[src/rtl/dmem_arbiter.sv]
// Round-robin arbiter that shares one single-port data memory between the CPU (C) and the NIC (N).
// Read returns are routed back to their requester through a MEM_LAT-deep {valid, owner} pipeline.
module dmem_arbiter #(
  parameter int ADDR_W  = 32,
  parameter int DATA_W  = 64,
  parameter int MEM_LAT = 1
) (
  input  logic              clk,
  input  logic              reset,
  input  logic              c_req,
  input  logic              c_wrEn,
  input  logic [ADDR_W-1:0] c_addr,
  input  logic [DATA_W-1:0] c_wdata,
  output logic              c_gnt,
  output logic              c_stall,
  output logic              c_rvalid,
  output logic [DATA_W-1:0] c_rdata,
  input  logic              n_req,
  input  logic              n_wrEn,
  input  logic [ADDR_W-1:0] n_addr,
  input  logic [DATA_W-1:0] n_wdata,
  output logic              n_gnt,
  output logic              n_rvalid,
  output logic [DATA_W-1:0] n_rdata,
  output logic              memEn,
  output logic              memWrEn,
  output logic [ADDR_W-1:0] addr_out,
  output logic [DATA_W-1:0] d_out,
  input  logic [DATA_W-1:0] d_in
);

  localparam logic PORT_C = 1'b0;
  localparam logic PORT_N = 1'b1;
  localparam int   TAIL   = MEM_LAT - 1;

  logic               last_gnt_q, last_gnt_d;
  logic [MEM_LAT-1:0] vld_q, vld_d;
  logic [MEM_LAT-1:0] own_q, own_d;
  logic               gnt_c, gnt_n;

  // Under contention the port that did not win last time goes first.
  always_comb begin
    gnt_c = 1'b0;
    gnt_n = 1'b0;
    if (!reset) begin
      if (c_req && n_req) begin
        gnt_c = (last_gnt_q == PORT_N);
        gnt_n = ~gnt_c;
      end else begin
        gnt_c = c_req;
        gnt_n = n_req;
      end
    end
  end

  always_comb begin
    memEn    = 1'b0;
    memWrEn  = 1'b0;
    addr_out = '0;
    d_out    = '0;
    if (gnt_c) begin
      memEn    = 1'b1;
      memWrEn  = c_wrEn;
      addr_out = c_addr;
      d_out    = c_wdata;
    end else if (gnt_n) begin
      memEn    = 1'b1;
      memWrEn  = n_wrEn;
      addr_out = n_addr;
      d_out    = n_wdata;
    end
  end

  always_comb begin
    last_gnt_d = last_gnt_q;
    if (gnt_c) begin
      last_gnt_d = PORT_C;
    end else if (gnt_n) begin
      last_gnt_d = PORT_N;
    end
  end

  always_comb begin
    vld_d    = '0;
    own_d    = '0;
    vld_d[0] = memEn & ~memWrEn;
    own_d[0] = gnt_n & ~n_wrEn;
    for (int i = 1; i < MEM_LAT; i++) begin
      vld_d[i] = vld_q[i-1];
      own_d[i] = own_q[i-1];
    end
  end

  // Reset gating keeps a return that lands in the reset cycle from escaping.
  always_comb begin
    c_rvalid = ~reset & vld_q[TAIL] & (own_q[TAIL] == PORT_C);
    n_rvalid = ~reset & vld_q[TAIL] & (own_q[TAIL] == PORT_N);
    c_rdata  = c_rvalid ? d_in : '0;
    n_rdata  = n_rvalid ? d_in : '0;
    c_gnt    = gnt_c;
    n_gnt    = gnt_n;
    c_stall  = c_req & ~gnt_c & ~reset;
  end

  always_ff @(posedge clk) begin
    if (reset) begin
      last_gnt_q <= PORT_N;
      vld_q      <= '0;
      own_q      <= '0;
    end else begin
      last_gnt_q <= last_gnt_d;
      vld_q      <= vld_d;
      own_q      <= own_d;
    end
  end

endmodule
[config.mk]
export PLATFORM = sky130hd
export DESIGN_NAME = dmem_arbiter
export DESIGN_NICKNAME = d
export VERILOG_FILES = /design/src/rtl/dmem_arbiter.sv
export SDC_FILE = /design/constraint.sdc
export NUM_CORES = 1
export LEC_CHECK = 0
export ABC_AREA = 1
export BUFFER_PORTS_ARGS = -buffer_cell sky130_fd_sc_hd__buf_2
export CORE_AREA = 2 2 189 191
export CTS_CLUSTER_SIZE = 20
export DETAILED_ROUTE_END_ITERATION = 7
export DIE_AREA = 0 0 191 193
export RECOVER_POWER = 100
export SYNTH_ARGS = -nofsm -noshare
export SYNTH_HDL_FRONTEND = slang
export SYNTH_SLANG_ARGS = --single-unit
[constraint.sdc]
create_clock -name clk -period 3 [get_ports clk]
set_input_delay 0.15 -clock clk [delete_from_list [all_inputs] [get_ports clk]]
set_output_delay 0.15 -clock clk [all_outputs]
set_load 0.02 [all_outputs]
Yosys cells after proc, flatten, opt, wreduce, memory -nomap -nowiden
Index checks and enable logic that the tools add are counted.
{ "totals": {"register_bits": 3, "inputBits": 262, "output_inout_bits": 231, "word_cells": 34} }
{ "op_classes": {"n_mux": 16, "bitwise": 13, "n_reduce_logical": 2} }
{ "ops": {"columns": ["operator", "count"], "rows": [
  ["64-bit 2-to-1 mux", 4],
  ["32-bit 2-to-1 mux", 2],
  ["1-bit 2-to-1 mux", 10],
  ["1-bit AND", 7],
  ["1-bit inverter", 6],
  ["2-bit nonzero test", 1],
  ["1-bit logical AND", 1]
]} }

Logic depth before layout (Yosys ltp)
Gate-level depths: netlist of run 1.
{ "logic_depth": {"word_depth": 7, "mapped_depth": 8, "mapped_depth_nobuf": 6} }

Worst setup path after synthesis of run 1
No wires, ideal clock.
{ "synth_path": {"path_type": "reg-to-output", "start": "register last_gnt_q", "end": "output port addr_out[21]", "arrival_ns": 1.057, "required_ns": 2.850, "setup_slack_ns": 1.793, "path_stages_with_launch": 8, "n_path_buf": 1, "path_cell_list": "dfxtp_1 -> inv_1 -> nand2_1 -> nand2_1 -> inv_2 -> buf_2 -> nand2_1 -> nand2_1"} }
{ "synth_between": {"word_cells_on_any_way": 7, "cone_classes": "mux (6); bitwise (1)"} }
{ "synth_rtl": {"columns": ["item", "line", "text"], "rows": [
  ["start, declared", "36", "logic last_gnt_q, last_gnt_d;"],
  ["start signal, assigned", "111", "last_gnt_q <= last_gnt_d;"],
  ["1-bit 2-to-1 mux", "46", "if (c_req && n_req) begin"],
  ["1-bit 2-to-1 mux", "45", "if (!reset) begin"],
  ["named net c_gnt", "14", "output logic c_gnt,"],
  ["32-bit 2-to-1 mux", "61", "if (gnt_c) begin"],
  ["end, declared", "27", "output logic [ADDR_W-1:0] addr_out,"]
]} }
The timed path passes the listed nets, and every way through them passes these cells.

Worst setup path in the final report of run 1
{ "layout_path": {"start": "register vld_q", "end": "output port n_rdata[58]"} }
{ "layout_between": {"elab_chain_cells": 3} }
{ "layout_lines": {"columns": ["item", "line", "text"], "rows": [
  ["start, declared", "37", "logic [MEM_LAT-1:0] vld_q, vld_d;"],
  ["start signal, assigned", "112", "vld_q <= vld_d;"],
  ["1-bit AND (2 in a row)", "97", "n_rvalid = ~reset & vld_q[TAIL] & (own_q[TAIL] == PORT_N);"],
  ["64-bit 2-to-1 mux", "99", "n_rdata = n_rvalid ? d_in : '0;"],
  ["end, declared", "24", "output logic [DATA_W-1:0] n_rdata,"]
]} }
Every way passes these cells.

==> impl_metrics.csv, run 1 <==
group,metric,value,unit
run_status,status,"finished, final reports clean",
synth,synthTopCellsByCount,"nand2_1, nor2_1, inv_1, buf_2",
synth,ys_seq_elements,3,
routing,vias_per_cell,3.307,
cells_and_area,multi_input_area,1642,um2
power,p_seq_share,4.9,%
cells_and_area,area_growth,123.4,%
synth,ys_top_cells_by_area,"nand2_1, nor2_1, inv_1",
power,power_frac_comb,72.1,%
place,port_buffers,492,
synth,async_flop_share,0,%
synth,synth_edf_count,0,
cells_and_area,seq_area,60.06,um2
floorplan,core,34960,um2
sta,finalCritPeriodShare,83.40,%
sta,min_period,2.502,ns
global_route,grt_usage,7.246,%
clock_tree,cts_resized,0,
sta,hold_viol_final,0,
floorplan,start_util,6.219,%
routing,drc,0,
place,gp_congestion,0.7331,
global_route,overflow,0,
floorplan,die_height,193,um
synth,syn_area_per_cell,4.027,um2
clock_tree,clk_latency,0.22,ns
floorplan,die_w,191,um
power,p_leak,2.913,nW
synth,yosysTopAreaCell,"nand2_1",
synth,synthCells,540,
clock_tree,hold_buffers,0,
synth,ys_seq_area_share,2.762,%
power,powerDensity,185.9,nW/um2
power,p_int,0.0004423,W
sta,setup_viol,0,
synth,synth_cell_type_count,17,
clock_tree,htreeDepth,1,
min_path,hold_class,"in2reg",
routing,wl_per_cell,10.97,um
clock_tree,numCtsBuffers,3,
synth,yosysMostFrequentCell,"nand2_1",
sta,fmax,399.7,MHz
sta,maxSlewViolCount,0,
floorplan,num_io_pins,493,
critical_path,worstPathRequired,2.85,ns
min_path,hold_depth,2,
sta,slew-limit-headroom,14.72,%
global_route,grt_max_degree,95,
critical_path,cp.arrival,2.35,ns
routing,first_pass_iters,5,
floorplan,num_rows,69,
synth,syn-num-nets,802,
critical_path,crit_path_max_fanout,52,
clock_tree,cts_tree,"built",
floorplan,dieArea,36860,um2
synth,ys_warn_count,0,
sta,skew,0.001831,ns
critical_path,end_kind,"output pin",
cells_and_area,design_area,4857,um2
cells_and_area,n_fill_cell,4195,
cells_and_area,final_nets,1270,
place,dp_cells,1464,
clock_tree,clk_pin_slew,0.03,ns
cells_and_area,fin_cells,1470,
sta,rsz0062_at_grt,"false",
clock_tree,ctsLongestPathBuffers,2,
cells_and_area,drive_above_1_share,27.81,%
synth,synth_top_area_share,50.40,%
routing,wl,16.12,mm
global_route,antenna_found_initial,2,
power,p_switching,0.0004608,W
routing,drt_iter0_drc,192,
critical_path,critPathLaunchType,"register",
clock_tree,root_buffer,"clkbuf_16",
place,place_area,5081,um2
routing,antenna_left,0,
sta,fin_tns_setup,0,ns
sta,tightest_slew,1.279,ns
synth,syn_area,2175,um2
job,drv_cap,0,
clock_tree,cts_setup_buffers,0,
routing,vias,4861,
power,ir_drop,160.8,uV
critical_path,reg2reg_depth,5,
power,pwr-share-clk,23.0,%
critical_path,worstSetupPathType,"reg2out",
global_route,grt_pass1_wl,20.60,mm
global_route,first_global_vias,4036,
power,swShare,51.03,%
clock_tree,cts.sinks,3,
synth,synth-main-ff-cell,"dfxtp_1",
place,dp_hpwl,14.02,mm
==> kinds of logic after synthesis <==
family          Yosys count  synth area share (%)
flops                     3                 2.762
compound gates            2                0.5753
buf+inv                 106                 21.75
simple gates            429                 74.91
==> state kept, by name, summed over array words and instances (netlist names) <==
name and count:
vld_q 1, last_gnt_q 1, own_q 1
==> metal layers <==
layer / part of all wire, % / vias to the layer above / global-route usage, %
met3: 9.5 / 18 / 0.5430
met5: 0 / - / 0
met4: 2.9 / 0 / 2.743
li1: - / 2461 / -
met1: 36 / 2021 / 7.814
met2: 52 / 361 / 14.55
==> worst max-delay path, stage by stage (launching register included) <==
cell,delay [ns]
dfxtp_1,0.34
nand3_2,0.80
clkbuf_1,0.49
nor2_1,0.17
clkbuf_1,0.28
==> metrics by stage <==
stage               util (%)  hold WS [ns]  total power [W]  setup WS [ns]
floorplan                  -        0.2224        0.0003918          1.793
global placement       14.53        0.3298        0.0007286         0.8764
detailed placement     14.53        0.3282        0.0007341         0.7979
CTS                    14.76        0.1043        0.0009475         0.5961
global route           13.89        0.1127        0.0009781         0.2743
finish                 13.89        0.1034        0.0009031         0.4980
==> power by group through the flow <==
stage / combinational (W) / clock [W] / sequential [W]
detailed placement: 0.000689 / 0 / 0.0000450
global placement: 0.000684 / 0 / 0.0000449
floorplan: 0.000347 / 0 / 0.0000443
global route: 0.000716 / 0.000217 / 0.0000449
CTS: 0.000691 / 0.000212 / 0.0000445
finish: 0.000651 / 0.000208 / 0.0000446
==> placed cells by master (no fill, tap or decap) <==
cell        count
buf_2         268
clkinv_2        1
nand3b_1        1
o211ai_1        1
o21ai_0         1
nand4_1         1
nand3_2         1
clkbuf_1      227
clkinvlp_2      1
buf_12          1
nor2_1        130
clkbuf_4        1
inv_1          68
nand2_1       292
diode_2         2
nor3_1          1
clkbuf_16       3
nor2_2          1
dfxtp_1         3
clkbuf_2        1
nand3_1         2
inv_2           2
==> layout make-up <==
cell class                 count  area share [%]
antenna                        2          0.1030
clock buffer                   4           1.623
inverter                      72           5.616
multi-input combinational    431           33.80
sequential                     3           1.236
tap                          461           11.88
timing repair buffer         497           45.75
==> path summary, 6_finish.rpt <==
check	startpoint	to	slack, ns
hold reg to reg	last_gnt_q$_SDFFE_PP1P_	last_gnt_q$_SDFFE_PP1P_	0.51
setup reg to reg	last_gnt_q$_SDFFE_PP1P_	vld_q$_SDFF_PP0_	2.18
setup / recovery	vld_q$_SDFF_PP0_	n_rdata[58]	0.50
hold / removal	n_wrEn	own_q$_SDFF_PP0_	0.10
Note: power is estimated with default switching activity, not from simulation.
==> run 2: changes to the inputs <==
--- a/config.mk
+++ b/config.mk
@@ -5,12 +5,12 @@
 export SDC_FILE = /design/constraint.sdc
 export NUM_CORES = 1
 export LEC_CHECK = 0
-export ABC_AREA = 1
+export ABC_AREA = 0
 export BUFFER_PORTS_ARGS = -buffer_cell sky130_fd_sc_hd__buf_2
-export CORE_AREA = 2 2 189 191
+export CORE_AREA = 2 2 190 192
 export CTS_CLUSTER_SIZE = 20
 export DETAILED_ROUTE_END_ITERATION = 7
-export DIE_AREA = 0 0 191 193
+export DIE_AREA = 0 0 192 194
 export RECOVER_POWER = 100
 export SYNTH_ARGS = -nofsm -noshare
 export SYNTH_HDL_FRONTEND = slang
==> constraint.sdc (replaced) <==
create_clock -name clk -period 2.55 [get_ports clk]
set_input_delay 0.1275 -clock clk [delete_from_list [all_inputs] [get_ports clk]]
set_output_delay 0.1275 -clock clk [all_outputs]
set_load 0.02 [all_outputs]
==> impl_metrics.csv, run 2 <==
group,metric,value,unit
synth,synth_cell_type_count,19,
sta,maxSlewViolCount,0,
cells_and_area,reg_top3,"last_gnt_q: 1 flops, own_q: 1 flops, vld_q: 1 flops",
critical_path,crit_path_max_fanout,65,
cells_and_area,final_nets,1111,
run_status,status,"finished, final reports clean",
synth,yosysTopAreaCell,"a32oi_1",
clock_tree,ctsLongestPathBuffers,2,
routing,vias,4958,
min_path,hold_depth,2,
synth,synthCells,400,
routing,wl,19.76,mm
global_route,first_global_vias,4384,
job,drv_cap,0,
routing,antenna_left,0,
clock_tree,cts.sinks,3,
synth,synth_edf_count,0,
synth,syn-num-nets,662,
routing,wl_per_cell,15.06,um
sta,skew,0.0009354,ns
clock_tree,clk_pin_slew,0.03,ns
sta,fmax,446.7,MHz
sta,setup_viol,0,
sta,min_period,2.239,ns
sta,hold_viol_final,0,
synth,ys_top_cells_by_area,"a32oi_1, and2_1, nor2_1",
synth,synth_top_area_share,34.43,%
clock_tree,hold_buffers,0,
synth,yosysMostFrequentCell,"and2_1",
routing,vias_per_cell,3.779,
routing,drc,0,
synth,synth-main-ff-cell,"dfxtp_1",
synth,ys_seq_area_share,2.434,%
clock_tree,cts_setup_buffers,0,
clock_tree,cts_resized,0,
floorplan,die_height,194,um
cells_and_area,area_growth,112.3,%
critical_path,critPathLaunchType,"register",
floorplan,num_io_pins,493,
sta,slew-limit-headroom,32.30,%
critical_path,cp_slowest_cell,"clkbuf_2",
global_route,antenna_found_initial,4,
synth,ys_warn_count,0,
critical_path,worstPathRequired,2.42,ns
power,power,0.001101,W
critical_path,end_kind,"output pin",
clock_tree,clk_latency,0.22,ns
place,gp_congestion,0.8254,
sta,rsz0062_at_grt,"false",
cells_and_area,n_fill_cell,4156,
synth,ys_seq_elements,3,
synth,synthTopCellsByCount,"and2_1, nor2_1, a32oi_1, buf_2, clkbuf_1",
sta,fin_tns_setup,0,ns
synth,syn_area_per_cell,6.168,um2
power,ir_drop,182.7,uV
sta,tightest_slew,1.015,ns
global_route,grt_max_degree,106,
floorplan,start_util,7.005,%
place,port_buffers,492,
cells_and_area,drive_above_1_share,40.68,%
floorplan,num_rows,69,
floorplan,die_w,192,um
min_path,hold_class,"in2reg",
power,p_leak,2.428,nW
floorplan,dieArea,37250,um2
global_route,grt_pass1_wl,25.96,mm
clock_tree,numCtsBuffers,3,
power,powerDensity,210.1,nW/um2
cells_and_area,final_cell_mix,"buf_2, clkbuf_1, nor2_1",
critical_path,cp.arrival,2.11,ns
place,dp_hpwl,16.69,mm
global_route,overflow,0,
critical_path,path_cells,"and3b_2 -> clkbuf_2 -> and2_1 -> clkbuf_1",
routing,first_pass_iters,4,
critical_path,reg2reg_depth,3,
synth,syn_area,2467,um2
clock_tree,htreeDepth,1,
clock_tree,cts_tree,"built",
global_route,grt_usage,9.250,%
routing,drt_iter0_drc,181,
critical_path,slowest_delay,0.72,ns
sta,finalCritPeriodShare,87.79,%
floorplan,core,35220,um2
cells_and_area,layout_commonest_cell,"buf_2",
clock_tree,root_buffer,"clkbuf_16",
critical_path,worstSetupPathType,"reg2out",
synth,async_flop_share,0,%
run 2: cell count changes after synthesis, moves of 2 or more:
cell	previous run	this run
buf_6	4	0
and2_1	0	128
nand2_1	292	2
a32oi_1	0	97
inv_1	68	0
nand2b_1	0	2
inv_2	4	0
nor2_1	130	101
clkbuf_2	0	12
and3b_1	0	2
clkbuf_1	2	16
run 2: area by class of cell:
| cell class | count | area, um2 | share of cell area [%] |
|---|---|---|---|
| timing repair buffer | 502 | 2372 | 45.28 |
| multi-input combinational | 339 | 2143 | 40.91 |
| tap | 461 | 576.8 | 11.01 |
| clock buffer | 4 | 78.83 | 1.505 |
| sequential | 3 | 60.06 | 1.146 |
| antenna | 3 | 7.507 | 0.1433 |
run 2: worst max-delay path, delay by kind of cell, from the launching register on:
| kind | cells | cell delay, ns |
|---|---|---|
| flops | 1 | 0.36 |
| simple gates | 2 | 0.42 |
| buf+inv | 2 | 1.04 |
run 2: where the power goes:
part / switching [W] / leakage [nW] / internal (W)
sequential: 0.00000260 / 0.0248 / 0.0000501
clock: 0.0000393 / 0.0382 / 0.000206
combinational: 0.000490 / 2.37 / 0.000313
run 2: stage by stage:
| stage | util, % | hold WS [ns] | setup WS, ns | cells | area, um2 |
|---|---|---|---|---|---|
| after floorplan | - | 0.2043 | 1.107 | 400 | 2467 |
| after global placement | 15.25 | 0.3393 | 0.8049 | 1305 | 5373 |
| after detailed placement | 15.25 | 0.3439 | 0.7706 | 1305 | 5373 |
| after CTS | 15.48 | 0.1155 | 0.5395 | 1309 | 5451 |
| after global routing | 14.87 | 0.1281 | 0.1811 | 1312 | 5239 |
| final | 14.87 | 0.1184 | 0.3115 | 1312 | 5239 |
run 2: cells by family after synthesis:
logic type | after synthesis | share of synthesized area, %
AND/OR/NAND/NOR | 239 | 50.56
flip-flops | 3 | 2.434
AO/OA/AOI/OAI | 100 | 35.70
buffers and inverters | 58 | 11.31
run 2: path summary, 6_finish.rpt:
path                                                 to               startpoint  slack, ns
worst max-delay path                         n_rdata[6]         own_q$_SDFF_PP0_       0.31
worst min-delay path                   own_q$_SDFF_PP0_                   n_wrEn       0.12
worst max register to register         vld_q$_SDFF_PP0_  last_gnt_q$_SDFFE_PP1P_       1.57
worst min register to register  last_gnt_q$_SDFFE_PP1P_  last_gnt_q$_SDFFE_PP1P_       0.61
run 2: metal layers:
layer	wire (um)	part of all wire, %	up-vias	GRT usage, %
met5	0	0	-	0
met4	508	2.6	0	2.177
met3	1766	8.9	24	0.7783
met2	9723	49	372	17.65
met1	7764	39	2214	11.00
li1	-	-	2348	-
==> run 3: changes to the inputs <==
--- a/config.mk
+++ b/config.mk
@@ -7,10 +7,13 @@
 export LEC_CHECK = 0
 export ABC_AREA = 0
 export BUFFER_PORTS_ARGS = -buffer_cell sky130_fd_sc_hd__buf_2
-export CORE_AREA = 2 2 190 192
+export CELL_PAD_IN_SITES_DETAIL_PLACEMENT = 0
+export CELL_PAD_IN_SITES_GLOBAL_PLACEMENT = 1
+export CORE_AREA = 2 2 194 196
 export CTS_CLUSTER_SIZE = 20
 export DETAILED_ROUTE_END_ITERATION = 7
-export DIE_AREA = 0 0 192 194
+export DIE_AREA = 0 0 196 198
+export PLACE_DENSITY_LB_ADDON = 0.1
 export RECOVER_POWER = 100
 export SYNTH_ARGS = -nofsm -noshare
 export SYNTH_HDL_FRONTEND = slang
==> impl_metrics.csv, run 3 (synthesized netlist as in run 2, its figures left out) <==
group,metric,value,unit
run_status,status,"finished, final reports clean",
floorplan,num_rows,71,
floorplan,core,36960,um2
routing,wl_per_cell,16.40,um
global_route,first_global_vias,4664,
clock_tree,numCtsBuffers,3,
routing,drc,0,
sta,slew-limit-headroom,11.08,%
critical_path,reg2reg_depth,3,
routing,vias_per_cell,3.656,
sta,tightest_slew,1.334,ns
cells_and_area,final_nets,1114,
power,swShare,48.86,%
critical_path,critPathLaunchType,"register",
routing,vias,4848,
power,p_leak,2.442,nW
power,p_seq_share,4.7,%
global_route,grt_usage,10.03,%
floorplan,die_height,198,um
global_route,overflow,0,
place,gp_congestion,0.7197,
critical_path,reg2reg_from,"last_gnt_q$_SDFFE_PP1P_",
global_route,grt_max_degree,67,
min_path,hold_class,"in2reg",
power,ir_drop,129.7,uV
job,drv_cap,0,
place,port_buffers,492,
sta,min_period,2.110,ns
cells_and_area,final_cell_mix,"buf_2, clkbuf_1, nor2_1",
clock_tree,cts_tree,"built",
clock_tree,cts_setup_buffers,0,
sta,fmax,473.9,MHz
sta,maxSlewViolCount,0,
clock_tree,cts.sinks,3,
floorplan,dieArea,38810,um2
clock_tree,htreeDepth,1,
power,p_int,0.0005688,W
cells_and_area,layout_commonest_cell,"buf_2",
cells_and_area,area_growth,113.1,%
floorplan,die_w,196,um
sta,hold_ws,0.1390,ns
sta,finalCritPeriodShare,82.75,%
routing,highest_layer,"met4",
critical_path,worstPathRequired,2.42,ns
sta,rsz0062_at_grt,"false",
place,dp_hpwl,17.59,mm
routing,first_pass_iters,4,
routing,antenna_left,0,
clock_tree,hold_buffers,0,
routing,drt_iter0_drc,144,
critical_path,r2r_slack,1.33,ns
sta,fin_tns_setup,0,ns
clock_tree,root_buffer,"clkbuf_16",
critical_path,timing.critical_path.to,"c_rdata[63]",
sta,skew,0.001511,ns
clock_tree,cts_resized,0,
cells_and_area,n_fill_cell,4510,
cells_and_area,reg_top3,"last_gnt_q: 1 flops, own_q: 1 flops, vld_q: 1 flops",
critical_path,end_kind,"output pin",
critical_path,worstSetupPathType,"reg2out",
critical_path,rr_endpoint,"vld_q$_SDFF_PP0_",
sta,setup_viol,0,
clock_tree,ctsLongestPathBuffers,2,
routing,met3_length,1.887,mm
routing,wl_met1,8.329,mm
floorplan,num_io_pins,493,
clock_tree,clk_pin_slew,0.03,ns
routing,wl_met2,11.34,mm
floorplan,start_util,6.677,%
power,p_switching,0.0005434,W
sta,hold_viol_final,0,
power,powerDensity,211.5,nW/um2
critical_path,cp.arrival,1.98,ns
global_route,antenna_found_initial,1,
critical_path,cp-startpoint,"own_q$_SDFF_PP0_",
critical_path,crit_path_max_fanout,65,
power,pwr-share-clk,22.1,%
clock_tree,clk_latency,0.22,ns
cells_and_area,drive_above_1_share,40.31,%
global_route,grt_pass1_wl,29.82,mm
routing,wl,21.74,mm
power,power_frac_comb,73.2,%
run 3: cell types whose count changed in the layout (fill, tap and decap cells not counted), sizes merged:
cell / before / now
clkbuf: 171 / 175
diode: 3 / 1
buf: 335 / 334
run 3: power groups by stage:
stage                     clock network (W)  logic, W  registers, W
after CTS                          0.000252  0.000861     0.0000528
final                              0.000245  0.000814     0.0000528
after floorplan                           0  0.000435     0.0000525
after global routing               0.000261  0.000893     0.0000533
after global placement                    0  0.000872     0.0000533
after detailed placement                  0  0.000858     0.0000535
run 3: final cells by class:
| class | instances | area (um2) | area share (%) |
|---|---|---|---|
| repair buffers | 505 | 2382 | 45.30 |
| multi-input cells | 339 | 2142 | 40.73 |
| well taps | 474 | 593.1 | 11.28 |
| clock buffers | 4 | 78.83 | 1.499 |
| flip-flops and latches | 3 | 60.06 | 1.142 |
| diodes | 1 | 2.502 | 0.04759 |
run 3: worst min path at each step:
stage                      start               end  cells past startpoint
after CTS                 n_wrEn  own_q$_SDFF_PP0_                      2
after global placement    n_wrEn  own_q$_SDFF_PP0_                      2
after floorplan           n_wrEn  own_q$_SDFF_PP0_                      1
final                     n_wrEn  own_q$_SDFF_PP0_                      2
after global routing      n_wrEn  own_q$_SDFF_PP0_                      2
after detailed placement  n_wrEn  own_q$_SDFF_PP0_                      2
run 3: layer usage:
metal | global-route usage (%) | vias to the layer above
li1 | - | 2351
met1 | 11.11 | 2188
met2 | 19.23 | 301
met3 | 2.913 | 8
met4 | 1.375 | 0
met5 | 0 | -
run 3: per-stage QoR:
step	power [W]	cells	instance area [um2]	setup WS (ns)	utilization, %
after CTS	0.001166	1325	5478	0.6194	14.82
after global routing	0.001208	1325	5256	0.2341	14.22
after floorplan	0.0004877	400	2467	1.107	-
after global placement	0.0009252	1321	5399	0.8301	14.61
final	0.001112	1326	5259	0.4400	14.23
after detailed placement	0.0009110	1321	5399	0.8532	14.61
run 3: critical path, stage by stage, from the launching register on:
cell and delay [ns]:
dfxtp_1 0.32, nor3b_4 0.16, clkbuf_2 0.78, and2_1 0.23, clkbuf_1 0.25
